--- src/rtl/nn_seq_ctrl.sv ---
// Sequencer for the two-layer neuron datapath: steps S hidden neurons, drives accumulator, presents Y.
// Latency S+2 from input handshake to out_valid; Y is held in DONE until out_ready, no new input meanwhile.
module nn_seq_ctrl #(
  parameter int S    = 8,
  parameter int AW   = 4,
  parameter int CNTW = 8
) (
  input  logic            clk,
  input  logic            reset,
  input  logic            in_valid,
  output logic            in_ready,
  output logic            in_load,
  input  logic            abort,
  output logic [AW-1:0]   addr_r,
  output logic [AW-1:0]   addr_c,
  output logic            acc_clr,
  output logic            acc_en,
  output logic            busy,
  output logic            out_valid,
  input  logic            out_ready,
  output logic            finished,
  output logic [CNTW-1:0] frame_cnt
);

  localparam logic [1:0] ST_IDLE  = 2'd0;
  localparam logic [1:0] ST_RUN   = 2'd1;
  localparam logic [1:0] ST_DRAIN = 2'd2;
  localparam logic [1:0] ST_DONE  = 2'd3;

  localparam logic [AW-1:0] LAST = AW'(S - 1);

  logic [1:0]    state;
  logic [AW-1:0] idx;

  assign in_ready = (state == ST_IDLE) | ((state == ST_DONE) & out_ready);
  assign in_load  = in_valid & in_ready;
  assign finished = out_valid & out_ready;

  always_ff @(posedge clk or negedge reset) begin
    if (!reset) begin
      state     <= ST_IDLE;
      idx       <= '0;
      addr_r    <= '0;
      addr_c    <= '0;
      acc_clr   <= 1'b0;
      acc_en    <= 1'b0;
      busy      <= 1'b0;
      out_valid <= 1'b0;
      frame_cnt <= '0;
    end else begin
      acc_clr <= 1'b0;
      case (state)
        ST_IDLE: begin
          if (in_load) begin
            state   <= ST_RUN;
            idx     <= '0;
            addr_r  <= '0;
            addr_c  <= '0;
            acc_en  <= 1'b0;
            acc_clr <= 1'b1;
            busy    <= 1'b1;
          end
        end
        ST_RUN: begin
          if (abort) begin
            state  <= ST_IDLE;
            idx    <= '0;
            addr_r <= '0;
            addr_c <= '0;
            acc_en <= 1'b0;
            busy   <= 1'b0;
          end else begin
            // addr_c trails addr_r by one cycle to line up with the registered hidden value
            acc_en <= 1'b1;
            addr_c <= idx;
            if (idx == LAST) begin
              state <= ST_DRAIN;
            end else begin
              idx    <= idx + AW'(1);
              addr_r <= idx + AW'(1);
            end
          end
        end
        ST_DRAIN: begin
          state  <= abort ? ST_IDLE : ST_DONE;
          idx    <= '0;
          addr_r <= '0;
          addr_c <= '0;
          acc_en <= 1'b0;
          busy   <= 1'b0;
          if (!abort) begin
            out_valid <= 1'b1;
          end
        end
        ST_DONE: begin
          if (out_ready) begin
            frame_cnt <= frame_cnt + CNTW'(1);
            out_valid <= 1'b0;
            if (in_load) begin
              state   <= ST_RUN;
              idx     <= '0;
              addr_r  <= '0;
              addr_c  <= '0;
              acc_en  <= 1'b0;
              acc_clr <= 1'b1;
              busy    <= 1'b1;
            end else begin
              state <= ST_IDLE;
            end
          end
        end
        default: begin
          state <= ST_IDLE;
        end
      endcase
    end
  end

endmodule

--- config.mk ---
export PLATFORM = sky130hd
export DESIGN_NAME = nn_seq_ctrl
export DESIGN_NICKNAME = d
export VERILOG_FILES = /design/src/rtl/nn_seq_ctrl.sv
export SDC_FILE = /design/constraint.sdc
export NUM_CORES = 1
export LEC_CHECK = 0
export ABC_AREA = 1
export CORE_MARGIN = 4
export CORE_UTILIZATION = 49
export CTS_CLUSTER_SIZE = 10
export DETAILED_ROUTE_END_ITERATION = 10
export PLACE_DENSITY = 0.79
export SETUP_SLACK_MARGIN = 0.3
export SLEW_MARGIN = 20
export SYNTH_ARGS = -nofsm -noshare
export SYNTH_HDL_FRONTEND = slang
export SYNTH_SLANG_ARGS = --single-unit
--- constraint.sdc ---
create_clock -name clk -period 4 [get_ports clk]
set_input_delay 0.8 -clock clk [delete_from_list [all_inputs] [get_ports clk]]
set_output_delay 0.8 -clock clk [all_outputs]
set_load 0.05 [all_outputs]
==> impl_metrics.env, run 1 <==
export IMPL_diodes=0
export IMPL_reg2regPathDepth=7
export IMPL_routed_wl_met3_um=132
export IMPL_post_place_ws_ps=744
export IMPL_fmax_ghz=0.307
export IMPL_seqPwrFrac_pct=31.3
export IMPL_cts_tree="done"
export IMPL_worst_hold_slack_ps=502
export IMPL_rows=17
export IMPL_yosysTopAreaCell="dfrtp_1"
export IMPL_clkLatencyLatePin_ps=300
export IMPL_powerDensity_nw_per_um2=675
export IMPL_skew_ps=3.80
export IMPL_drv_slew=0
export IMPL_yosysWarnings=0
export IMPL_antenna_left=0
export IMPL_dp_final_hpwl_um=1890
export IMPL_cp_num_cells=6
export IMPL_end_kind="output pin"
export IMPL_fin_crit_ps=3250
export IMPL_firstDrtPassIters=4
export IMPL_drive_gt1_share_pct=10.5
export IMPL_crit_buf_inv=3
export IMPL_p_clk_share_pct=11.8
export IMPL_die_h_um=57.6
export IMPL_cts_buffers=3
export IMPL_drcViolationCount=0
export IMPL_drtIter0Drc=11
export IMPL_wl_met2_um=1150
export IMPL_cp_max_fo=6
export IMPL_pwr_share_comb_pct=56.9
export IMPL_ios=28
export IMPL_fin_cells=199
export IMPL_antenna_found_initial=0
export IMPL_path_common_cell="nand2_4"
export IMPL_highest_signal_layer="met4"
export IMPL_vias_per_cell=5.13
export IMPL_cts_sinks=22
export IMPL_routed_wl_um=2390
export IMPL_sw_frac_of_total_pct=50.4
export IMPL_cap_violations=0
export IMPL_rrSetupSlack_ps=2290
export IMPL_cp_data_required_time_ps=3200
export IMPL_max_slew_margin_rel_pct=37.0
export IMPL_r2r_end="state[1]"
export IMPL_grt_pass1_vias=994
export IMPL_peakVddDrop_mv=0.475
export IMPL_synth_distinct_cells=22
export IMPL_grt_pass1_wl_um=4190
export IMPL_cts_resized=0
export IMPL_cts_hold_buffers=0
export IMPL_nFillCells=198
export IMPL_avgSynthCellArea_um2=8.55
export IMPL_syn_to_final_growth_pct=27.4
export IMPL_clk_pin_slew_ps=120
export IMPL_slowest_stage="clkdlybuf4s50_1"
export IMPL_power_mw=1.04
export IMPL_vias=1021
export IMPL_cp_start_kind="input port"
export IMPL_p_switching_uw=523
export IMPL_syn_area_um2=1210
export IMPL_timing_final_hold_violations=0
export IMPL_internal_power_uw=514
export IMPL_worst_slack_ps=748
export IMPL_die_w_um=57.6
export IMPL_critical_path_max_stage_delay_ps=800
export IMPL_crit_end="in_load"
export IMPL_num_nets_final=184
export IMPL_fp_coreArea_um2=2280
export IMPL_ctsLongestPathBuffers=2
export IMPL_grt_overflow_total=0
export IMPL_synth_nets=153
export IMPL_fin_crit_sh_pct=81.3
export IMPL_ys_ff_latch=22
export IMPL_setup_tns_ps=0
export IMPL_io_buffer_count=27
export IMPL_critPathLaunch="out_ready"
export IMPL_crit_chain="clkdlybuf4s50_1, nand2_4, nand2_4, nand2_4, inv_1, clkdlybuf4s50_1"
export IMPL_post_synth_top_area_fraction_pct=45.6
export IMPL_drt_met1_wl_um=1070
export IMPL_place_congestion=0.790
export IMPL_leakage_nw=0.777
export IMPL_placed_area_um2=1500
export IMPL_start_util_pct=53.0
export IMPL_yosys_top_cells_area="dfrtp_1 46%, nand2_1 13%, ha_1 7.3%"
export IMPL_place_inst=195
export IMPL_min_path_type="reg2reg"
export IMPL_root_buffer="clkbuf_4"
export IMPL_grt_usage_pct=15.6
export IMPL_synth_async_sr_flop_share_pct=100
export IMPL_htree_levels=1
export IMPL_final_area_um2=1540
export IMPL_yosysSeqAreaShare_pct=45.6
export IMPL_worst_path_dominant_cell_family="buffers and inverters"
export IMPL_tightest_slew_ps=942
export IMPL_synth_main_ff_cell="dfrtp_1"
export IMPL_setup_viol=0
export IMPL_rsz0062_at_grt="no"
export IMPL_finalCoreUtilization_pct=67.5
export IMPL_wl_per_cell_um=12.0
export IMPL_dieArea_um2=3320
export IMPL_synth_edf_count=0
export IMPL_path_class="in2out"
export IMPL_outcome="complete, no violations"
export IMPL_grt_max_degree=23
export IMPL_syn_inst=141
export IMPL_post_cts_setup_buffers=0
export IMPL_r2r_start="state[1]"
export IMPL_cp_data_arrival_time_ps=2450
[logic make-up after synthesis]
family | synth area share [%]
AND/OR/NAND/NOR | 30.7
flip-flops | 45.6
XOR/XNOR | 2.91
AO/OA/AOI/OAI | 6.95
adder cells (fa/ha/maj) | 7.26
buffers and inverters | 6.53
[routing by layer]
metal  vias to the layer above  GRT usage, %
met5                         -             0
met4                         0          3.97
met3                         4          2.23
met2                        24          26.9
met1                       482          20.4
li1                        511             -
[cells in the final DEF, fill, tap and decap left out, types with 2 or more instances in the layout]
| cell type | instances |
|---|---|
| inv_1 | 18 |
| dfrtp_1 | 22 |
| ha_1 | 7 |
| nand3_1 | 9 |
| o21ai_2 | 5 |
| xnor2_1 | 2 |
| nand2_4 | 4 |
| nand2_2 | 3 |
| nand2_1 | 43 |
| xor2_1 | 2 |
| clkbuf_4 | 3 |
| o21ai_0 | 3 |
| nor2_1 | 8 |
| clkdlybuf4s50_1 | 27 |
| nand4_1 | 6 |
[flip-flops by register name, summed over array words and instances, names as in the netlist]
signal     count
acc_clr        1
state          2
frame_cnt      8
addr_c         4
addr_r         4
out_valid      1
busy           1
acc_en         1
[area by class of cell]
type                    count  area (um2)  share of cell area [%]
well taps                  28        35.0                    2.28
flip-flops and latches     22         551                    35.8
repair buffers             27         270                    17.6
multi-input cells         100         577                    37.5
inverters                  18        67.6                    4.40
clock buffers               4        36.3                    2.36
[cell usage after synthesis, types with 2 or more instances]
master	count
nand2_1	43
dfrtp_1	22
inv_1	18
nand3_1	9
nor2_1	8
ha_1	7
nand4_1	6
o21ai_2	5
nand2_4	4
nand2_2	3
o21ai_0	3
xnor2_1	2
xor2_1	2
[worst reg2reg max path, stage by stage (launching register included)]
cell,delay [ps]
dfrtp_1,420
inv_1,140
ha_1,300
nand2_1,190
nor2_1,320
nor2_1,110
nand2_1,70
o21ai_1,60
[power groups by stage]
stage | Sequential [mW] | Clock, mW | Combinational, mW
2_1_floorplan | 0.463 | 0 | 0.296
3_3_place_gp | 0.326 | 0 | 0.581
3_5_place_dp | 0.329 | 0 | 0.591
4_1_cts | 0.324 | 0.123 | 0.593
5_1_grt | 0.334 | 0.132 | 0.635
6_report | 0.325 | 0.122 | 0.590
[worst min-delay path by stage]
stage	from	end	slack, ps	cells past startpoint
after floorplan	reset	acc_clr	500	0
after global placement	addr_c[1]	addr_c[1]	470	2
after detailed placement	addr_c[0]	addr_c[0]	480	2
after CTS	addr_c[0]	addr_c[0]	510	2
after global routing	addr_c[0]	addr_c[0]	530	2
final	addr_c[1]	addr_c[1]	500	2
Power figures use the tool's default switching activity.
==> run 2, diff against run 1 <==
- clock period: 4 -> 3.2 ns (I/O delays scaled with it)
==> run 2 against run 1 <==
Compared with the run above:
- sequential cell count stayed put
- core utilization is 1.0 points lower
- die area stayed put
- clock skew is 2.7 ps lower
- clock-buffer cell count is 1 lower
- global-route usage is 0.086 points higher
- sequential power is 24% higher
- worst setup slack worse by 280 ps
==> impl_metrics.env, run 2 (synthesis gave the netlist of run 1 again) <==
export IMPL_num_nets_final=184
export IMPL_path_class="in2out"
export IMPL_tightest_slew_ps=502
export IMPL_drv_slew=0
export IMPL_htree_levels=1
export IMPL_vias=1007
export IMPL_reg2regPathDepth=7
export IMPL_placed_area_um2=1500
export IMPL_clkLatencyLatePin_ps=310
export IMPL_place_congestion=0.775
export IMPL_place_inst=195
export IMPL_critPathLaunch="out_ready"
export IMPL_max_slew_margin_rel_pct=66.4
export IMPL_antenna_left=0
export IMPL_largest_reg_flops=8
export IMPL_nFillCells=189
export IMPL_post_cts_setup_buffers=0
export IMPL_root_buffer="clkbuf_4"
export IMPL_cts_sinks=22
export IMPL_grt_overflow_total=0
export IMPL_setup_tns_ps=0
export IMPL_cts_buffers=3
export IMPL_power_mw=1.25
export IMPL_fmax_ghz=0.366
export IMPL_final_cell_mix="43 x nand2_1, 24 x clkdlybuf4s50_1, 22 x dfrtp_1"
export IMPL_dieArea_um2=3320
export IMPL_cts_resized=0
export IMPL_cts_hold_buffers=0
export IMPL_cp_start_kind="input port"
export IMPL_cp_max_fo=3
export IMPL_cp_data_arrival_time_ps=2090
export IMPL_outcome="complete, no violations"
export IMPL_ios=28
export IMPL_final_area_um2=1510
export IMPL_fin_cells=198
export IMPL_syn_to_final_growth_pct=25.4
export IMPL_r2r_start="state[1]"
export IMPL_fin_crit_sh_pct=85.3
export IMPL_crit_buf_inv=3
export IMPL_mostFrequentLayoutCell="nand2_1"
export IMPL_fp_coreArea_um2=2280
export IMPL_firstDrtPassIters=4
export IMPL_cp_num_cells=4
export IMPL_setup_viol=0
export IMPL_ctsLongestPathBuffers=2
export IMPL_powerDensity_nw_per_um2=828
export IMPL_rows=17
export IMPL_io_buffer_count=27
export IMPL_crit_chain="clkdlybuf4s50_1, nand2_1, inv_1, clkdlybuf4s50_1"
export IMPL_routed_wl_um=2360
export IMPL_top_regs="frame_cnt: 8 flops, addr_c: 4 flops, addr_r: 4 flops"
export IMPL_grt_pass1_wl_um=4040
export IMPL_die_w_um=57.6
export IMPL_path_common_cell="clkdlybuf4s50_1"
export IMPL_diodes=0
export IMPL_regMostFlops="frame_cnt"
export IMPL_drtIter0Drc=28
export IMPL_end_kind="output pin"
export IMPL_die_h_um=57.6
export IMPL_fin_crit_ps=2730
export IMPL_grt_pass1_vias=983
export IMPL_rsz0062_at_grt="no"
export IMPL_clk_pin_slew_ps=110
export IMPL_grt_max_degree=23
export IMPL_worst_path_dominant_cell_family="buffers and inverters"
export IMPL_dp_final_hpwl_um=1800
export IMPL_leakage_nw=0.772
export IMPL_cp_data_required_time_ps=2560
export IMPL_drcViolationCount=0
export IMPL_cap_violations=0
export IMPL_antenna_found_initial=0
export IMPL_peakVddDrop_mv=0.654
export IMPL_start_util_pct=53.0
export IMPL_grt_usage_pct=15.6
export IMPL_vias_per_cell=5.09
export IMPL_drive_gt1_share_pct=11.8
export IMPL_wl_per_cell_um=11.9
export IMPL_timing_final_hold_violations=0
export IMPL_slowest_stage="clkdlybuf4s50_1"
export IMPL_min_path_type="in2async"
export IMPL_critical_path_max_stage_delay_ps=790
export IMPL_cts_tree="done"
export IMPL_skew_ps=1.10
[run 2: cell count changes in the layout (fill, tap and decap cells not counted), sizes merged]
cell,delta
buf,+3
clkdlybuf4s50,-3
clkbuf,-1
[run 2: routing by layer]
| layer | GRT usage [%] | vias up | wire length (um) | part of all wire [%] |
|---|---|---|---|---|
| met5 | 0 | - | 0 | 0 |
| met4 | 10.3 | 0 | 94 | 4.0 |
| met3 | 2.90 | 9 | 151 | 6.4 |
| met2 | 26.1 | 32 | 1080 | 46 |
| met1 | 18.2 | 457 | 1040 | 44 |
| li1 | - | 509 | - | - |
[run 2: metrics by stage]
step	util (%)	hold WS, ps	worst slack (ps)
after global placement	65.7	467	465
final	66.5	274	469
after global routing	66.5	300	428
after detailed placement	65.7	472	463
after CTS	66.7	500	463
after floorplan	-	344	1240
[run 2: path summary, 6_finish.rpt]
path                                      to  slack [ps]
max in group asynchronous           state[0]        2600
worst min-delay path            frame_cnt[6]         270
worst min register to register     addr_c[1]         490
worst max-delay path                finished         470
worst max register to register      state[1]        1490
min in group clk                   addr_c[1]         490
[run 2: cell type report]
| class | instances | area, um2 | area share [%] |
|---|---|---|---|
| clock buffer | 3 | 22.5 | 1.49 |
| inverter | 18 | 67.6 | 4.47 |
| timing repair buffer | 27 | 260 | 17.2 |
| sequential | 22 | 551 | 36.4 |
| multi-input combinational | 100 | 577 | 38.1 |
| tap | 28 | 35.0 | 2.32 |
[run 2: where the power goes]
group,internal (mW),switching (mW)
registers,0.341,0.0620
logic,0.224,0.502
clock network,0.0440,0.0798
total,0.609,0.643
[run 2: worst reg2reg max path, delay by kind of cell (launching register included)]
| kind | cells | cell delay [ps] |
|---|---|---|
| buffers and inverters | 1 | 140 |
| DFF | 1 | 420 |
| adders and majority gates | 1 | 290 |
| AOI/OAI and AO/OA | 1 | 60 |
| and+or+nand+nor | 4 | 690 |
